[src/rtl/prefetch_queue.sv]
// Byte-wide instruction prefetch queue between the BIU and the pre-decoder.
// Optional `PREFETCH_PC_EN adds q_pc, the code address of the head byte.
module prefetch_queue #(
   parameter int DEPTH = 6
) (
   input  logic        clk,
   input  logic        reset,
   input  logic        ce,
   input  logic        flush,
   input  logic [15:0] flush_addr,
   output logic        fetch_req,
   output logic [15:0] fetch_addr,
   input  logic        fetch_ack,
   input  logic [15:0] fetch_data,
   input  logic [2:0]  consume,
   output logic [3:0]  q_len,
   output logic [7:0]  q0,
   output logic [7:0]  q1,
   output logic [7:0]  q2
`ifdef PREFETCH_PC_EN
   ,
   output logic [15:0] q_pc
`endif
);

   typedef logic [2:0] idx_t;

   // Handshake: fetch_req is a level that stays high with fetch_addr stable
   // until the single-cycle fetch_ack, which carries fetch_data and ends it.
   logic [7:0]  mem   [DEPTH];
   logic [7:0]  mem_n [DEPTH];
   idx_t        head, tail, head_n, tail_n;
   logic        drop_next, drop_n, req_n;
   logic [15:0] addr_n;
   logic [3:0]  cons, len_after, room, n_app, n_wr, len_n;
   logic [7:0]  wr_b0, q0_n, q1_n, q2_n;
   logic        ack_take;

   function automatic idx_t wrap_add(input idx_t base, input logic [3:0] inc);
      logic [4:0] s;
      s = {2'b00, base} + {1'b0, inc};
      if (s >= 5'(DEPTH)) s = s - 5'(DEPTH);
      return s[2:0];
   endfunction

   always_comb begin
      cons      = (4'(consume) > q_len) ? q_len : 4'(consume);
      ack_take  = fetch_ack && !flush && !drop_next;
      n_app     = ack_take ? (fetch_addr[0] ? 4'd1 : 4'd2) : 4'd0;
      len_after = q_len - cons;
      room      = 4'(DEPTH) - len_after;
      n_wr      = (n_app > room) ? room : n_app;
      // An odd address means the wanted byte sits in the high half of the word.
      wr_b0     = fetch_addr[0] ? fetch_data[15:8] : fetch_data[7:0];

      mem_n = mem;
      if (n_wr >= 4'd1) mem_n[tail] = wr_b0;
      if (n_wr >= 4'd2) mem_n[wrap_add(tail, 4'd1)] = fetch_data[15:8];

      if (flush) begin
         head_n = tail;
         tail_n = tail;
         len_n  = 4'd0;
         addr_n = flush_addr;
         req_n  = 1'b0;
         drop_n = fetch_req && !fetch_ack;
      end else begin
         head_n = wrap_add(head, cons);
         tail_n = wrap_add(tail, n_wr);
         len_n  = len_after + n_wr;
         addr_n = fetch_addr;
         drop_n = drop_next;
         if (fetch_ack) begin
            drop_n = 1'b0;
            if (!drop_next) addr_n = {fetch_addr[15:1] + 15'd1, 1'b0};
         end
         req_n = (fetch_req && !fetch_ack) || ((4'(DEPTH) - len_n) >= 4'd2);
      end

      q0_n = (len_n > 4'd0) ? mem_n[head_n] : 8'h00;
      q1_n = (len_n > 4'd1) ? mem_n[wrap_add(head_n, 4'd1)] : 8'h00;
      q2_n = (len_n > 4'd2) ? mem_n[wrap_add(head_n, 4'd2)] : 8'h00;
   end

   always_ff @(posedge clk) begin
      if (ce) mem <= mem_n;
   end

   always_ff @(posedge clk) begin
      if (reset) begin
         head       <= '0;
         tail       <= '0;
         q_len      <= '0;
         q0         <= '0;
         q1         <= '0;
         q2         <= '0;
         fetch_req  <= 1'b0;
         fetch_addr <= '0;
         drop_next  <= 1'b0;
      end else if (ce) begin
         head       <= head_n;
         tail       <= tail_n;
         q_len      <= len_n;
         q0         <= q0_n;
         q1         <= q1_n;
         q2         <= q2_n;
         fetch_req  <= req_n;
         fetch_addr <= addr_n;
         drop_next  <= drop_n;
      end
   end

`ifdef PREFETCH_PC_EN
   // The clamped consume is zero on an empty queue, so the PC holds there.
   always_ff @(posedge clk) begin
      if (reset)     q_pc <= '0;
      else if (ce)   q_pc <= flush ? flush_addr : q_pc + 16'(cons);
   end
`endif

endmodule
[config.mk]
export PLATFORM = sky130hd
export DESIGN_NAME = prefetch_queue
export DESIGN_NICKNAME = d
export VERILOG_FILES = /design/src/rtl/prefetch_queue.sv
export SDC_FILE = /design/constraint.sdc
export NUM_CORES = 1
export LEC_CHECK = 0
export ABC_CLOCK_PERIOD_IN_PS = 13600
export BUFFER_PORTS_ARGS = -buffer_cell sky130_fd_sc_hd__buf_4
export CELL_PAD_IN_SITES_DETAIL_PLACEMENT = 0
export CELL_PAD_IN_SITES_GLOBAL_PLACEMENT = 1
export CORE_MARGIN = 1
export CORE_UTILIZATION = 45
export CTS_BUF_LIST = sky130_fd_sc_hd__clkbuf_4 sky130_fd_sc_hd__clkbuf_8 sky130_fd_sc_hd__clkbuf_16
export DETAILED_ROUTE_END_ITERATION = 6
export PLACE_DENSITY_LB_ADDON = 0.2
export SLEW_MARGIN = 25
export SYNTH_ARGS = -nofsm -noshare
export SYNTH_HDL_FRONTEND = slang
export SYNTH_SLANG_ARGS = --single-unit
[constraint.sdc]
create_clock -name clk -period 13.6 [get_ports clk]
set_input_delay 1.36 -clock clk [delete_from_list [all_inputs] [get_ports clk]]
set_output_delay 1.36 -clock clk [all_outputs]
set_load 0.005 [all_outputs]
==> metrics.md <==
| Metric | Value |
|---|---|
| Status | finished, final reports clean |
| Final worst slack | 6.29 ns |
| Type of origin of the critical path | input port |
| Largest cells by area after synthesis | edfxtp_1, dfxtp_1, mux2i_1 |
| Synth Cell Area | ~8000 µm² |
| Die X | 135 µm |
| Hold Path Class | reg -> reg |
| Fin cells | 1,244 |
| Top cell type's share of synthesized area | 0.180 |
| CTS Buf Count | 9 |
| Register area | 2480 µm² |
| Placement Setup Slack | between 6 and 7 ns |
| MaxCap Viol Count | 0 |
| Largest net degree at the start of global routing | 57 |
| Hold buffer count at cts | 0 |
| Slowest stage delay, CP | 0.59 ns |
| Syn_area_per_cell | 8.26 µm² |
| Post-synth EDFFs | 48 |
| Total Routing Usage GR | 0.292 |
| Worst path top cell family by delay | compound AO/OA/AOI/OAI gates |
| Clock transition at path regs | 0.07 ns |
| Top layer in use | met4 |
| Final core utilization | 0.521 |
| Routed wire length on met2 | 11.7 mm |
| RSZ-0062 raised after global routing | false |
| CTS tree | done |
| Via density | 6.17 |
| Synth Instances | 970 |
| IO Pins | 85 |
| Row count | between 40 and 50 |
| WL per Instance | 21.1 µm |
| Crit path max-delay cell type | a21oi_1 |
| Top cell type by total area after synthesis | edfxtp_1 |
| Power Dens Cells | 255 nW/µm² |
| Routed via count | 7,671 |
| Final period util | 0.538 |
| Die ar. | 18,300 µm² |
| CTS root buf | clkbuf_16 |
| Slew headroom | 0.283 |
| Buffers on Ports | 84 |
| Total core area | 17,400 µm² |
| Warnings from Yosys | 0 |
| Final setup skew | ~0.013 ns |
| Initial Util | 0.462 |
| Register bit count reported by yosys | 100 |
| First-pass GRT wire length | slightly above 40 mm |
| PostCTS Resize Cnt | 0 |
| GPL Wtd Cong | 0.943 |
| H-tree levels | 3 |
| Setup_tns | 0 ns |
| Sequential fraction of the synthesis area | 0.310 |
| Worst-Skew Late Latency | approximately 0.36 ns |
| Synth cell count leaders | nand2_1, nor2_1, a21oi_1, dfxtp_1, mux2i_1 |
| Clock Tree Buf Depth | 2 |
| Postcts setup bufs | 0 |
| Post-route ant nets | 0 |
| Fin crit period | 7.31 ns |
| Post-Place Cells | approximately 1,200 |
| Vias in the first global route | 7,188 |
| Met1 wire length | ~12 mm |
| Fmax | approximately 140 MHz |
| GRT overflow | 0 |
| Die H | 135 µm |
| Buf+Inv Stages, Crit Path | 5 |
| Leak | around 0.0038 µW |
| DRC | 0 |
| Async SR Flop Fraction | 0 |
| Yosys cell types | 76 |
| Clk sinks | 100 |
| Critical Path Sink Type | register |
| Multi-input gate area | 5170 µm² |
| Initial antenna violation count | 0 |
| Ant diodes | 0 |
| CP Data Required Time | 13.87 ns |
| HPWL Detailed | ~19 mm |
| Nets | 1,089 |
| Max IR drop VDD | 0.000116 V |
| Routed wire length | 26.3 mm |
| WL met3 | 2.04 mm |
| Filler Cell Count | 1,690 |
| Area Growth Syn to Fin | 13.0% |
| Arrival @ worst endpoint | between 7 and 8 ns |
| CP Max Fanout | 8 |
| Slew Viols, Final | 0 |
| Kind of critical path | in -> reg |
| Count leader, synth | nand2_1 |
| Ys flop type | dfxtp_1 |
| Worst slew pin tran | 1.07 ns |
| Fin. Hold Viols | 0 |
| Initial drt markers | 625 |
| Setup violations, final | 0 |
| Layout cell share with drive strength beyond 1 | 0.154 |
| Drt pass-1 iters | 5 |
==> stage by stage <==
stage	instance area (µm²)	hold slack [ns]	power (µW)
floorplan	8020	0.449	1590
global placement	8770	0.440	2030
detailed placement	8770	0.452	2030
CTS	9040	0.467	2280
global route	9050	0.497	2490
finish	9050	0.461	2310
==> layout make-up <==
cell class | count | share of cell area
multi-input combinational | 772 | 0.571
sequential | 100 | 0.274
timing repair buffer | 95 | 0.0788
tap | 225 | 0.0311
clock buffer | 10 | 0.0257
inverter | 36 | 0.0149
clock inverter | 6 | 0.00429
==> power breakdown <==
part	internal, µW	switching [µW]	total, µW	leakage, µW
Sequential	414	53.2	467	0.000893
Clock	127	124	251	0.000136
Combinational	604	988	1590	0.00276
==> worst min-delay path: stages, from the launching register on <==
cell and delay [ns]:
dfxtp_1 0.31, nand2_1 0.05, o31ai_1 0.05
==> placed cells by master, fill, tap and decap left out, drive strengths merged, types with 10 or more instances in the layout <==
cell type   n
buf        95
or2        24
dfxtp      52
o211ai     26
mux2i      49
a31oi      17
clkbuf     10
nor3       42
nand3      24
a22oi      11
xor2       10
and2       11
nor2b      27
a211o      11
nand2      95
a221oi     21
edfxtp     48
a21oi      66
ha         31
and3       11
a21o       26
a211oi     39
inv        38
o21ai      36
nor2       88
==> per-layer routing <==
metal  vias up  global-route usage
li1       3738                   -
met1      3610               0.409
met2       280               0.445
met3        43              0.0561
met4         0               0.102
met5         -                   0
==> kinds of logic (layout without fill, tap and decap cells) <==
family	after synthesis	in the layout	share of synthesized area
mux	56	56	0.0711
flops	100	100	0.310
simple gates	350	350	0.210
compound gates	314	314	0.284
xor+xnor	15	15	0.0173
buf+inv	99	147	0.0487
fa+ha+maj	35	35	0.0584
other cells	1	2	0.000468
==> sequential cells by signal, summed over array words and instances (netlist names) <==
register / flops
q_len: 4
q2: 8
head: 3
mem: 48
drop_next: 1
fetch_addr: 16
tail: 3
fetch_req: 1
q0: 8
q1: 8
==> worst paths after layout <==
kind | from | to | slack [ns] | cells past startpoint
worst min-delay path | q1[7] | q1[7] | 0.46 | 2
worst max-delay path | consume[2] | q2[0] | 6.29 | 25
worst max register to register | q_len[1] | q2[0] | 6.99 | 24
worst min register to register | q1[7] | q1[7] | 0.46 | 2
Power figures use the tool's default switching activity.
